File: src/rtl/ariane_axi_soc.sv
// AXI4-Lite request/response structs shared by SoC peripheral bridges.
// 64-bit address and data; register bridges use only the low 32 bits.
package ariane_axi_soc;

  typedef struct packed {
    logic [63:0] addr;
    logic [2:0]  prot;
  } ax_lite_t;

  typedef struct packed {
    logic [63:0] data;
    logic [7:0]  strb;
  } w_lite_t;

  typedef struct packed {
    logic [1:0] resp;
  } b_lite_t;

  typedef struct packed {
    logic [63:0] data;
    logic [1:0]  resp;
  } r_lite_t;

  typedef struct packed {
    ax_lite_t aw;
    logic     aw_valid;
    w_lite_t  w;
    logic     w_valid;
    logic     b_ready;
    ax_lite_t ar;
    logic     ar_valid;
    logic     r_ready;
  } req_lite_t;

  typedef struct packed {
    logic     aw_ready;
    logic     w_ready;
    b_lite_t  b;
    logic     b_valid;
    logic     ar_ready;
    r_lite_t  r;
    logic     r_valid;
  } resp_lite_t;

endpackage

File: src/rtl/axi_lite_reg_sequencer.sv
// AXI4-Lite slave to single-outstanding register bus sequencer.
// AW, W and AR are each held in a one-entry buffer; a complete AW/W pair
// and a buffered AR compete round-robin for the register bus, and the
// B/R response is held until the master accepts it.
// Optional macro AXI_LITE_REG_SEQ_TIMEOUT_EN: abort a register access
// with SLVERR after TimeoutCycles cycles without reg_ready_i.
module axi_lite_reg_sequencer #(
  parameter int unsigned TimeoutCycles = 256,
  parameter int unsigned CntWidth      = $clog2(TimeoutCycles + 1)
) (
  input  logic                       clk_i,
  input  logic                       rst_i,
  input  ariane_axi_soc::req_lite_t  axi_req_i,
  output ariane_axi_soc::resp_lite_t axi_resp_o,
  output logic                       reg_req_o,
  output logic                       reg_we_o,
  output logic [31:0]                reg_addr_o,
  output logic [31:0]                reg_wdata_o,
  output logic [3:0]                 reg_wstrb_o,
  input  logic                       reg_ready_i,
  input  logic [31:0]                reg_rdata_i,
  input  logic                       reg_err_i
);

  typedef enum logic [2:0] {IDLE, WR_ACC, RD_ACC, WR_RSP, RD_RSP} state_t;
  typedef enum logic {GNT_READ, GNT_WRITE} grant_t;

  localparam logic [1:0]  RespOkay   = 2'b00;
  localparam logic [1:0]  RespSlvErr = 2'b10;
  localparam logic [31:0] AbortData  = 32'hDEAD_BEEF;

  state_t state_q, state_d;
  grant_t last_grant_q, last_grant_d;

  logic        aw_full_q, w_full_q, ar_full_q;
  logic [31:0] aw_addr_q, w_data_q, ar_addr_q;
  logic [3:0]  w_strb_q;
  logic [1:0]  b_resp_q, r_resp_q;
  logic [31:0] r_data_q;

  logic aw_ready, w_ready, ar_ready;
  logic aw_hs, w_hs, ar_hs;
  logic wr_rdy, rd_rdy;
  logic wr_done, rd_done;
  logic in_acc;
  logic timeout_hit;

  // Only the low 32 address/data bits and strb[3:0] reach the register bus.
  logic unused_in;
  assign unused_in = ^{axi_req_i.aw.addr[63:32], axi_req_i.aw.prot,
                       axi_req_i.w.data[63:32], axi_req_i.w.strb[7:4],
                       axi_req_i.ar.addr[63:32], axi_req_i.ar.prot};

  assign aw_ready = !aw_full_q && !rst_i;
  assign w_ready  = !w_full_q  && !rst_i;
  assign ar_ready = !ar_full_q && !rst_i;

  assign aw_hs = axi_req_i.aw_valid && aw_ready;
  assign w_hs  = axi_req_i.w_valid  && w_ready;
  assign ar_hs = axi_req_i.ar_valid && ar_ready;

  assign wr_rdy = aw_full_q && w_full_q;
  assign rd_rdy = ar_full_q;
  assign in_acc = (state_q == WR_ACC) || (state_q == RD_ACC);

`ifdef AXI_LITE_REG_SEQ_TIMEOUT_EN
  logic [CntWidth-1:0] tmo_cnt_q;

  // Wait counter: held at zero outside ACC, so each access starts from zero.
  always_ff @(posedge clk_i or posedge rst_i) begin
    if (rst_i)             tmo_cnt_q <= '0;
    else if (!in_acc)      tmo_cnt_q <= '0;
    else if (!reg_ready_i) tmo_cnt_q <= tmo_cnt_q + 1'b1;
  end

  // A completing reg_ready_i on the limit cycle wins over the abort.
  assign timeout_hit = in_acc && !reg_ready_i &&
                       (tmo_cnt_q == CntWidth'(TimeoutCycles - 1));
`else
  logic [31:0] unused_cfg;
  assign unused_cfg  = TimeoutCycles + CntWidth;
  assign timeout_hit = 1'b0;
`endif

  // State register and round-robin history.
  always_ff @(posedge clk_i or posedge rst_i) begin
    if (rst_i) begin
      state_q      <= IDLE;
      last_grant_q <= GNT_READ;
    end else begin
      state_q      <= state_d;
      last_grant_q <= last_grant_d;
    end
  end

  // Next state, grant and register-bus drive.
  always_comb begin
    state_d      = state_q;
    last_grant_d = last_grant_q;
    wr_done      = 1'b0;
    rd_done      = 1'b0;
    reg_req_o    = 1'b0;
    reg_we_o     = 1'b0;
    reg_addr_o   = '0;
    reg_wdata_o  = '0;
    reg_wstrb_o  = '0;
    case (state_q)
      IDLE: begin
        if (wr_rdy && (!rd_rdy || last_grant_q == GNT_READ)) begin
          state_d      = WR_ACC;
          last_grant_d = GNT_WRITE;
        end else if (rd_rdy) begin
          state_d      = RD_ACC;
          last_grant_d = GNT_READ;
        end
      end
      WR_ACC: begin
        reg_req_o   = 1'b1;
        reg_we_o    = 1'b1;
        reg_addr_o  = aw_addr_q;
        reg_wdata_o = w_data_q;
        reg_wstrb_o = w_strb_q;
        if (reg_ready_i || timeout_hit) begin
          state_d = WR_RSP;
          wr_done = 1'b1;
        end
      end
      RD_ACC: begin
        reg_req_o  = 1'b1;
        reg_addr_o = ar_addr_q;
        if (reg_ready_i || timeout_hit) begin
          state_d = RD_RSP;
          rd_done = 1'b1;
        end
      end
      WR_RSP: if (axi_req_i.b_ready) state_d = IDLE;
      RD_RSP: if (axi_req_i.r_ready) state_d = IDLE;
      default: state_d = IDLE;
    endcase
  end

  // Request buffers: load on handshake, free when the access completes.
  // A buffer cannot handshake while full, so load and free never collide.
  always_ff @(posedge clk_i or posedge rst_i) begin
    if (rst_i) begin
      aw_full_q <= 1'b0;
      w_full_q  <= 1'b0;
      ar_full_q <= 1'b0;
      aw_addr_q <= '0;
      w_data_q  <= '0;
      w_strb_q  <= '0;
      ar_addr_q <= '0;
    end else begin
      if (aw_hs) begin
        aw_full_q <= 1'b1;
        aw_addr_q <= axi_req_i.aw.addr[31:0];
      end else if (wr_done) begin
        aw_full_q <= 1'b0;
      end
      if (w_hs) begin
        w_full_q <= 1'b1;
        w_data_q <= axi_req_i.w.data[31:0];
        w_strb_q <= axi_req_i.w.strb[3:0];
      end else if (wr_done) begin
        w_full_q <= 1'b0;
      end
      if (ar_hs) begin
        ar_full_q <= 1'b1;
        ar_addr_q <= axi_req_i.ar.addr[31:0];
      end else if (rd_done) begin
        ar_full_q <= 1'b0;
      end
    end
  end

  // Response capture; without reg_ready_i the completion is an abort.
  always_ff @(posedge clk_i or posedge rst_i) begin
    if (rst_i) begin
      b_resp_q <= RespOkay;
      r_resp_q <= RespOkay;
      r_data_q <= '0;
    end else begin
      if (wr_done)
        b_resp_q <= (!reg_ready_i || reg_err_i) ? RespSlvErr : RespOkay;
      if (rd_done) begin
        r_resp_q <= (!reg_ready_i || reg_err_i) ? RespSlvErr : RespOkay;
        r_data_q <= reg_ready_i ? reg_rdata_i : AbortData;
      end
    end
  end

  // AXI response assembly.
  always_comb begin
    axi_resp_o          = '0;
    axi_resp_o.aw_ready = aw_ready;
    axi_resp_o.w_ready  = w_ready;
    axi_resp_o.ar_ready = ar_ready;
    axi_resp_o.b_valid  = (state_q == WR_RSP);
    axi_resp_o.b.resp   = b_resp_q;
    axi_resp_o.r_valid  = (state_q == RD_RSP);
    axi_resp_o.r.resp   = r_resp_q;
    axi_resp_o.r.data   = {32'h0, r_data_q};
  end

endmodule
File: config.mk
export PLATFORM = sky130hd
export DESIGN_NAME = axi_lite_reg_sequencer
export DESIGN_NICKNAME = d
export VERILOG_FILES = /design/src/rtl/ariane_axi_soc.sv /design/src/rtl/axi_lite_reg_sequencer.sv
export SDC_FILE = /design/constraint.sdc
export NUM_CORES = 1
export LEC_CHECK = 0
export BUFFER_PORTS_ARGS = -buffer_cell sky130_fd_sc_hd__buf_2
export CAP_MARGIN = 30
export CORE_AREA = 2 2 152 154
export CTS_BUF_LIST = sky130_fd_sc_hd__clkbuf_16
export DETAILED_ROUTE_END_ITERATION = 10
export DIE_AREA = 0 0 154 156
export SLEW_MARGIN = 25
export SYNTH_ARGS = -nofsm -noshare
export SYNTH_HDL_FRONTEND = slang
export SYNTH_SLANG_ARGS = --single-unit
File: constraint.sdc
create_clock -name clk_i -period 3.95 [get_ports clk_i]
set_clock_uncertainty 0.2 [all_clocks]
set_input_delay 0.1975 -clock clk_i [delete_from_list [all_inputs] [get_ports clk_i]]
set_output_delay 0.1975 -clock clk_i [all_outputs]
set_load 0.05 [all_outputs]
Word-level counts from Yosys, hierarchy flattened. Index checks and enable logic that the tools add are counted.

Input port bits: 247. Output and inout bits: 143. Word-level logic and storage cells: 69. Flip-flop bits (word level): 143.

Multiplexer cells: 24. Reduce and logical (&&, ||, !) cells: 23. Bitwise operators: 1. Eq/ne operators: 9.

Operators by type and width (number): $mux W32 (2); $pmux W32 S2 (1); $mux W3 (6); $pmux W3 S5 (1); $mux W1 (12); $logic_and A1 B1 Y1 (8); $ne A2 B2 Y1 const B (4); $reduce_bool A2 Y1 (4); $eq A3 B2 Y1 const B (2); $logic_not A1 Y1 (5); $reduce_and A5 Y1 (1); $mux W4 (1); $eq A3 B1 Y1 const B (1); $eq A3 B3 Y1 const B (1); $logic_not A3 Y1 (1); $ne A3 B3 Y1 const B (1); $logic_or A1 B1 Y1 (2); $mux W2 (1); $reduce_and A2 Y1 (1); $reduce_or A2 Y1 (1); $not A1 Y1 (1).

Logic depth before layout (Yosys ltp). Gate-level depths: netlist of run 1.

Depth after elaboration: 5. Depth in mapped cells: 5. Gate-level depth less buffers: 3.

Worst setup path before layout of run 1. No wires, ideal clock.

Path type: reg2out. Start: register state_q[2]. End: output reg_wdata_o[22]. Stages on the path, launching flop included: 5. Arrival: 1.890 ns. Required time: 3.553 ns. Slack: 1.663 ns. Path through: dfrtp_1 buf_2 nor3b_4 clkbuf_1 and2_1.

Word-level cells in the longest chain between the ends: 2.

RTL lines: start, declared (RTL line axi_lite_reg_sequencer.sv:32) `state_t state_q, state_d;`; start signal, assigned (RTL line axi_lite_reg_sequencer.sv:91) `state_q <= state_d;`; $eq A3 B1 Y1 (RTL line axi_lite_reg_sequencer.sv:107) `case (state_q)`; $mux W32 (RTL line axi_lite_reg_sequencer.sv:107); end, declared (RTL line axi_lite_reg_sequencer.sv:18) `output logic [31:0] reg_wdata_o,`.

Every way passes these cells.

Worst setup path in the final report of run 1.
Start: register state_q[0]. End: output reg_wdata_o[21].

The elaborated chain is that of the path after synthesis.

==> impl_metrics.env, run 1 <==
export IMPL_grt_pass1_vias=5258
export IMPL_core_mm2=0.0224
export IMPL_die_area_mm2=0.0240
export IMPL_ant_nets=0
export IMPL_ios=390
export IMPL_ys_seq_area_share_pct=55.1
export IMPL_fp_dieW_um=154
export IMPL_powerDensity_mw_per_mm2=888
export IMPL_maxClockFrequency_mhz=351
export IMPL_ir_worst_vdd_mv=0.391
export IMPL_grt_use_total_pct=14.5
export IMPL_maxSlewViolCount=0
export IMPL_crit_path_top_delay_cell="buf_4"
export IMPL_hold_class="reg2reg"
export IMPL_rows=55
export IMPL_leakagePower_nw=4.70
export IMPL_vias_per_cell=4.31
export IMPL_clk_latency_ns=0.41
export IMPL_setup_tns_ns=0
export IMPL_firstDrtPassIters=4
export IMPL_die_h_um=156
export IMPL_antenna_found_initial=1
export IMPL_netlist_instances=443
export IMPL_ys_warn_count=0
export IMPL_synth_seq_cells=141
export IMPL_finalHoldViolations=0
export IMPL_final_cell_mix="buf_2 (249), dfrtp_1 (141), dlygate4sd3_1 (137)"
export IMPL_routed_wl_mm=17.0
export IMPL_io_buffer_count=249
export IMPL_cts_tree="done"
export IMPL_maxCapViolations=0
export IMPL_drt_iter0_drc=183
export IMPL_cts_made_buffers=17
export IMPL_tightest_slew_ns=0.934
export IMPL_cp_cell_sequence="nor3b_4, buf_4, and2_1, buf_2"
export IMPL_layout_commonest_cell="buf_2"
export IMPL_fin_crit_sh_pct=72.2
export IMPL_rrSetupSlack_ns=1.59
export IMPL_max_stage_delay_ns=0.62
export IMPL_final_nets=1067
export IMPL_dpl_hpwl_mm=10.3
export IMPL_relSlewSlack_pct=37.7
export IMPL_setup_viol=0
export IMPL_clk_pin_slew_ns=0.06
export IMPL_critical_path_class="reg2out"
export IMPL_drc_errors=0
export IMPL_grt_pass1_wl_mm=27.4
export IMPL_min_period_ns=2.85
export IMPL_grt_max_degree=80
export IMPL_cts_setup_buffers=0
export IMPL_crit_arrival_ns=2.45
export IMPL_cts_sinks=141
export IMPL_h_tree_depth=4
export IMPL_ys_types=31
export IMPL_num_vias=4822
export IMPL_synth_avg_cell_area_um2=14.5
export IMPL_ctsHoldBuffers=137
export IMPL_drive_above_1_share_pct=50.5
export IMPL_cp_num_buf_inv=2
export IMPL_cts_resized=0
export IMPL_wire_per_inst_um=15.2
export IMPL_rsz0062_at_grt="no"
export IMPL_clock_root_buffer="clkbuf_16"
export IMPL_crit_family="buffers and inverters"
export IMPL_hold_ws_ns=0.289
export IMPL_clockBufferDepth=2
export IMPL_start_kind="flop"
export IMPL_status="finished, final reports clean"
export IMPL_end_kind="output pin"
export IMPL_crit_fanout=70
export IMPL_syn2layout_area_growth_pct=51.1
export IMPL_syn_area_mm2=0.00641
export IMPL_fillers=2043
export IMPL_floorplan_initialDensity_pct=28.6
export IMPL_cp_data_required_time_ns=3.55
export IMPL_overflow=0
export IMPL_place_congestion=0.720
==> cell usage after synthesis <==
library cell  number  share of area [%]
dfrtp_1          141                 55
mux2_2           101                 18
buf_4             45                5.3
and2_1            39                3.8
a22o_1            32                4.4
mux2_4            28                6.6
buf_2              9               0.70
buf_6              6                1.1
mux2_1             5               0.88
nand2_1            4               0.23
nor2_1             4               0.23
a21o_1             3               0.35
buf_12             3               0.94
clkbuf_1           3               0.18
inv_1              3               0.18
a31oi_1            2               0.20
a211o_1            1               0.14
a21oi_1            1              0.078
and3_1             1              0.098
and3b_1            1               0.14
conb_1             1              0.059
mux2i_1            1               0.16
nor3_1             1              0.078
nor3b_1            1               0.12
nor3b_2            1               0.20
nor3b_4            1               0.29
nor4bb_4           1               0.39
o211ai_1           1               0.12
o21bai_1           1               0.12
o31ai_1            1               0.12
xnor2_1            1               0.14
==> power breakdown <==
| part | internal (W) | switching [W] |
|---|---|---|
| combinational | 0.00146 | 0.00279 |
| sequential | 0.00218 | 0.000403 |
| clock | 0.00112 | 0.000643 |
==> cells by family (layout without fill, tap and decap cells) <==
logic type / Yosys count / after routing / synth area share (%)
DFF: 141 / 141 / 55.1
muxes: 135 / 135 / 25.3
buffers and inverters: 69 / 425 / 8.32
and+or+nand+nor: 54 / 54 / 5.58
AOI/OAI and AO/OA: 42 / 42 / 5.49
other: 1 / 35 / 0.0585
xor gates and xnor gates: 1 / 1 / 0.137
==> cell type report <==
class	instances	area [µm²]	share of cell area (%)
inverters	3	15.0	0.155
clock inverters	14	218	2.25
well taps	285	357	3.68
multi-input cells	266	2480	25.6
repair buffers	391	2660	27.5
clock buffers	17	425	4.39
flip-flops and latches	141	3530	36.4
diodes	1	2.50	0.0258
==> sequential cells by signal, summed over array words and instances, names as in the netlist <==
| register | count |
|---|---|
| w_strb_q | 4 |
| last_grant_q | 1 |
| ar_addr_q | 32 |
| ar_full_q | 1 |
| aw_full_q | 1 |
| aw_addr_q | 32 |
| w_data_q | 32 |
| b_resp_q | 1 |
| w_full_q | 1 |
| state_q | 3 |
| r_resp_q | 1 |
| r_data_q | 32 |
==> stage by stage <==
step                      instance area, µm²  utilization, %  instances  total power (W)  setup slack, ns
after floorplan                         6540               -        476          0.00596             1.66
after global placement                  7660            34.3        949          0.00670             1.51
after detailed placement                7670            34.3        949          0.00676             1.50
after CTS                               9680            43.3       1117          0.00868             1.04
after global routing                    9680            43.3       1118          0.00907            0.921
final                                   9680            43.3       1118          0.00860             1.10
==> metal layers <==
metal / up-vias / GRT usage [%] / part of all wire [%]
met3: 17 / 4.56 / 6.4
met1: 2371 / 17.8 / 44
li1: 2234 / - / -
met4: 0 / 4.45 / 1.6
met5: - / 0 / 0
met2: 200 / 24.5 / 48
==> path summary, 6_finish.rpt <==
kind / startpoint / to / cells after the start
max in group asynchronous: rst_i / r_data_q[17] / 4
hold / removal: ar_addr_q[4] / ar_addr_q[4] / 1
min in group asynchronous: rst_i / aw_addr_q[18] / 4
hold reg to reg: ar_addr_q[4] / ar_addr_q[4] / 1
setup reg to reg: state_q[0] / b_resp_q[1] / 4
setup / recovery: state_q[0] / reg_wdata_o[21] / 4
Note: power is estimated with default switching activity, not from simulation.
==> run 2, diff against run 1 <==
Settings changed: CORE_AREA 2 2 152 154 to 2 2 150 152, DIE_AREA 0 0 154 156 to 0 0 152 154.
Clock period 3.95 ns to 2.7 ns, I/O delays scaled along.
==> run 2 against run 1 <==
- clock power rose by 49%
- sequential share of layout area fell by 0.41 points
- sequential cell count did not move
- utilization rose by 1.9 points
==> impl_metrics.env, run 2 (same netlist as run 1, synthesis figures left out) <==
export IMPL_critical_path_class="reg2reg"
export IMPL_die_h_um=154
export IMPL_cp_cell_sequence="nor3b_4, buf_4, nand2_1, mux2_2, dlygate4sd3_1"
export IMPL_final_nets=1073
export IMPL_grtUsageMet2_pct=24.7
export IMPL_cts_tree="done"
export IMPL_firstDrtPassIters=4
export IMPL_max_stage_delay_ns=0.55
export IMPL_ir_worst_vdd_mv=0.731
export IMPL_start_kind="flop"
export IMPL_use_met1_pct=18.4
export IMPL_use_met3_pct=4.85
export IMPL_h_tree_depth=4
export IMPL_hold_ws_ns=0.201
export IMPL_crit_path_top_delay_cell="dlygate4sd3_1"
export IMPL_setup_tns_ns=0
export IMPL_drive_above_1_share_pct=50.9
export IMPL_fin_ws_ns=0.135
export IMPL_floorplan_initialDensity_pct=29.5
export IMPL_grt_pass1_wl_mm=27.6
export IMPL_pre_cts_slack_ns=0.560
export IMPL_drt_iter0_drc=156
export IMPL_clk_latency_ns=0.41
export IMPL_maxSlewViolCount=0
export IMPL_cts_sinks=141
export IMPL_finalHoldViolations=0
export IMPL_cp_data_required_time_ns=2.79
export IMPL_final_cell_mix="buf_2 (249), dfrtp_1 (140), dlygate4sd3_1 (138)"
export IMPL_cts_made_buffers=17
export IMPL_cts_setup_buffers=0
export IMPL_core_mm2=0.0217
export IMPL_overflow=0
export IMPL_clock_root_buffer="clkbuf_16"
export IMPL_diodes=0
export IMPL_grt_use_total_pct=14.7
export IMPL_io_buffer_count=249
export IMPL_clk_pin_slew_ns=0.06
export IMPL_fin_crit_sh_pct=95.0
export IMPL_powerDensity_mw_per_mm2=1290
export IMPL_num_vias=4776
export IMPL_leakagePower_nw=4.76
export IMPL_crit_family="buffers and inverters"
export IMPL_layout_commonest_cell="buf_2"
export IMPL_routed_wl_mm=16.8
export IMPL_crit_fanout=31
export IMPL_grt_pass1_vias=5330
export IMPL_syn2layout_area_growth_pct=52.9
export IMPL_wire_per_inst_um=15.0
export IMPL_vias_per_cell=4.27
export IMPL_rsz0062_at_grt="no"
export IMPL_crit_arrival_ns=2.66
export IMPL_maxCapViolations=0
export IMPL_antenna_found_initial=0
export IMPL_ios=390
export IMPL_clockBufferDepth=2
export IMPL_rows=54
export IMPL_maxClockFrequency_mhz=390
export IMPL_globalRoute_busiestLayer="met2"
export IMPL_place_congestion=0.738
export IMPL_ant_nets=0
export IMPL_tightest_slew_ns=0.558
export IMPL_grt_max_degree=77
export IMPL_min_period_ns=2.56
export IMPL_hold_class="in2async"
export IMPL_relSlewSlack_pct=62.7
export IMPL_reg2reg_depth=5
export IMPL_dpl_hpwl_mm=10.9
export IMPL_fp_dieW_um=152
export IMPL_fillers=1939
export IMPL_cp_num_buf_inv=2
export IMPL_drc_errors=0
export IMPL_worst_path_stages=5
export IMPL_end_kind="flop"
export IMPL_setup_viol=0
export IMPL_status="finished, final reports clean"
export IMPL_die_area_mm2=0.0234
[run 2: routing by layer]
metal  wire length, µm  part of all wire, %
met1              7400                   44
met2              8050                   48
met5                 0                    0
met4               161                 0.96
met3              1200                  7.1
[run 2: repair_timing]
item	CTS	global route
hold endpoints to repair	161	0
setup endpoints to repair	0	2
gates resized for setup	0	1
hold buffers	138	0
[run 2: report_power, final]
part           internal [W]  switching, W  total [W]  leakage, nW
Sequential          0.00319      0.000602    0.00380         1.67
Clock               0.00166      0.000958    0.00262        0.318
Combinational       0.00219       0.00408    0.00627         2.77
[run 2: per-stage QoR]
| stage | cells | total power [W] | util, % | area (µm²) |
|---|---|---|---|---|
| 6_report | 1119 | 0.0127 | 45.2 | 9800 |
| 5_1_grt | 1119 | 0.0134 | 45.2 | 9800 |
| 4_1_cts | 1119 | 0.0128 | 45.2 | 9800 |
| 3_5_place_dp | 949 | 0.00995 | 35.8 | 7760 |
| 3_3_place_gp | 949 | 0.00987 | 35.8 | 7760 |
| 2_1_floorplan | 476 | 0.00872 | - | 6540 |
[run 2: worst min-delay path, stage by stage]
cell and delay, ns:
dlygate4sd3_1 0.56, buf_2 0.17, clkinvlp_4 0.39
[run 2: final cells by class]
class,count,area [µm²],share of cell area (%)
inverter,3,15.0,0.153
tap,280,350,3.58
sequential,141,3530,36.0
clock inverter,15,233,2.38
clock buffer,17,425,4.34
timing repair buffer,397,2770,28.2
multi-input combinational,266,2480,25.3
[run 2: final timing paths]
path | startpoint | to | slack [ns]
worst max-delay path | state_q[1] | b_resp_q[1] | 0.14
worst min-delay path | rst_i | ar_addr_q[21] | 0.20
worst max register to register | state_q[1] | b_resp_q[1] | 0.14
worst min register to register | ar_addr_q[4] | ar_addr_q[4] | 0.29
max in group asynchronous | rst_i | r_data_q[1] | 1.33
min in group clk_i | axi_req_i[143] | aw_addr_q[25] | 0.21
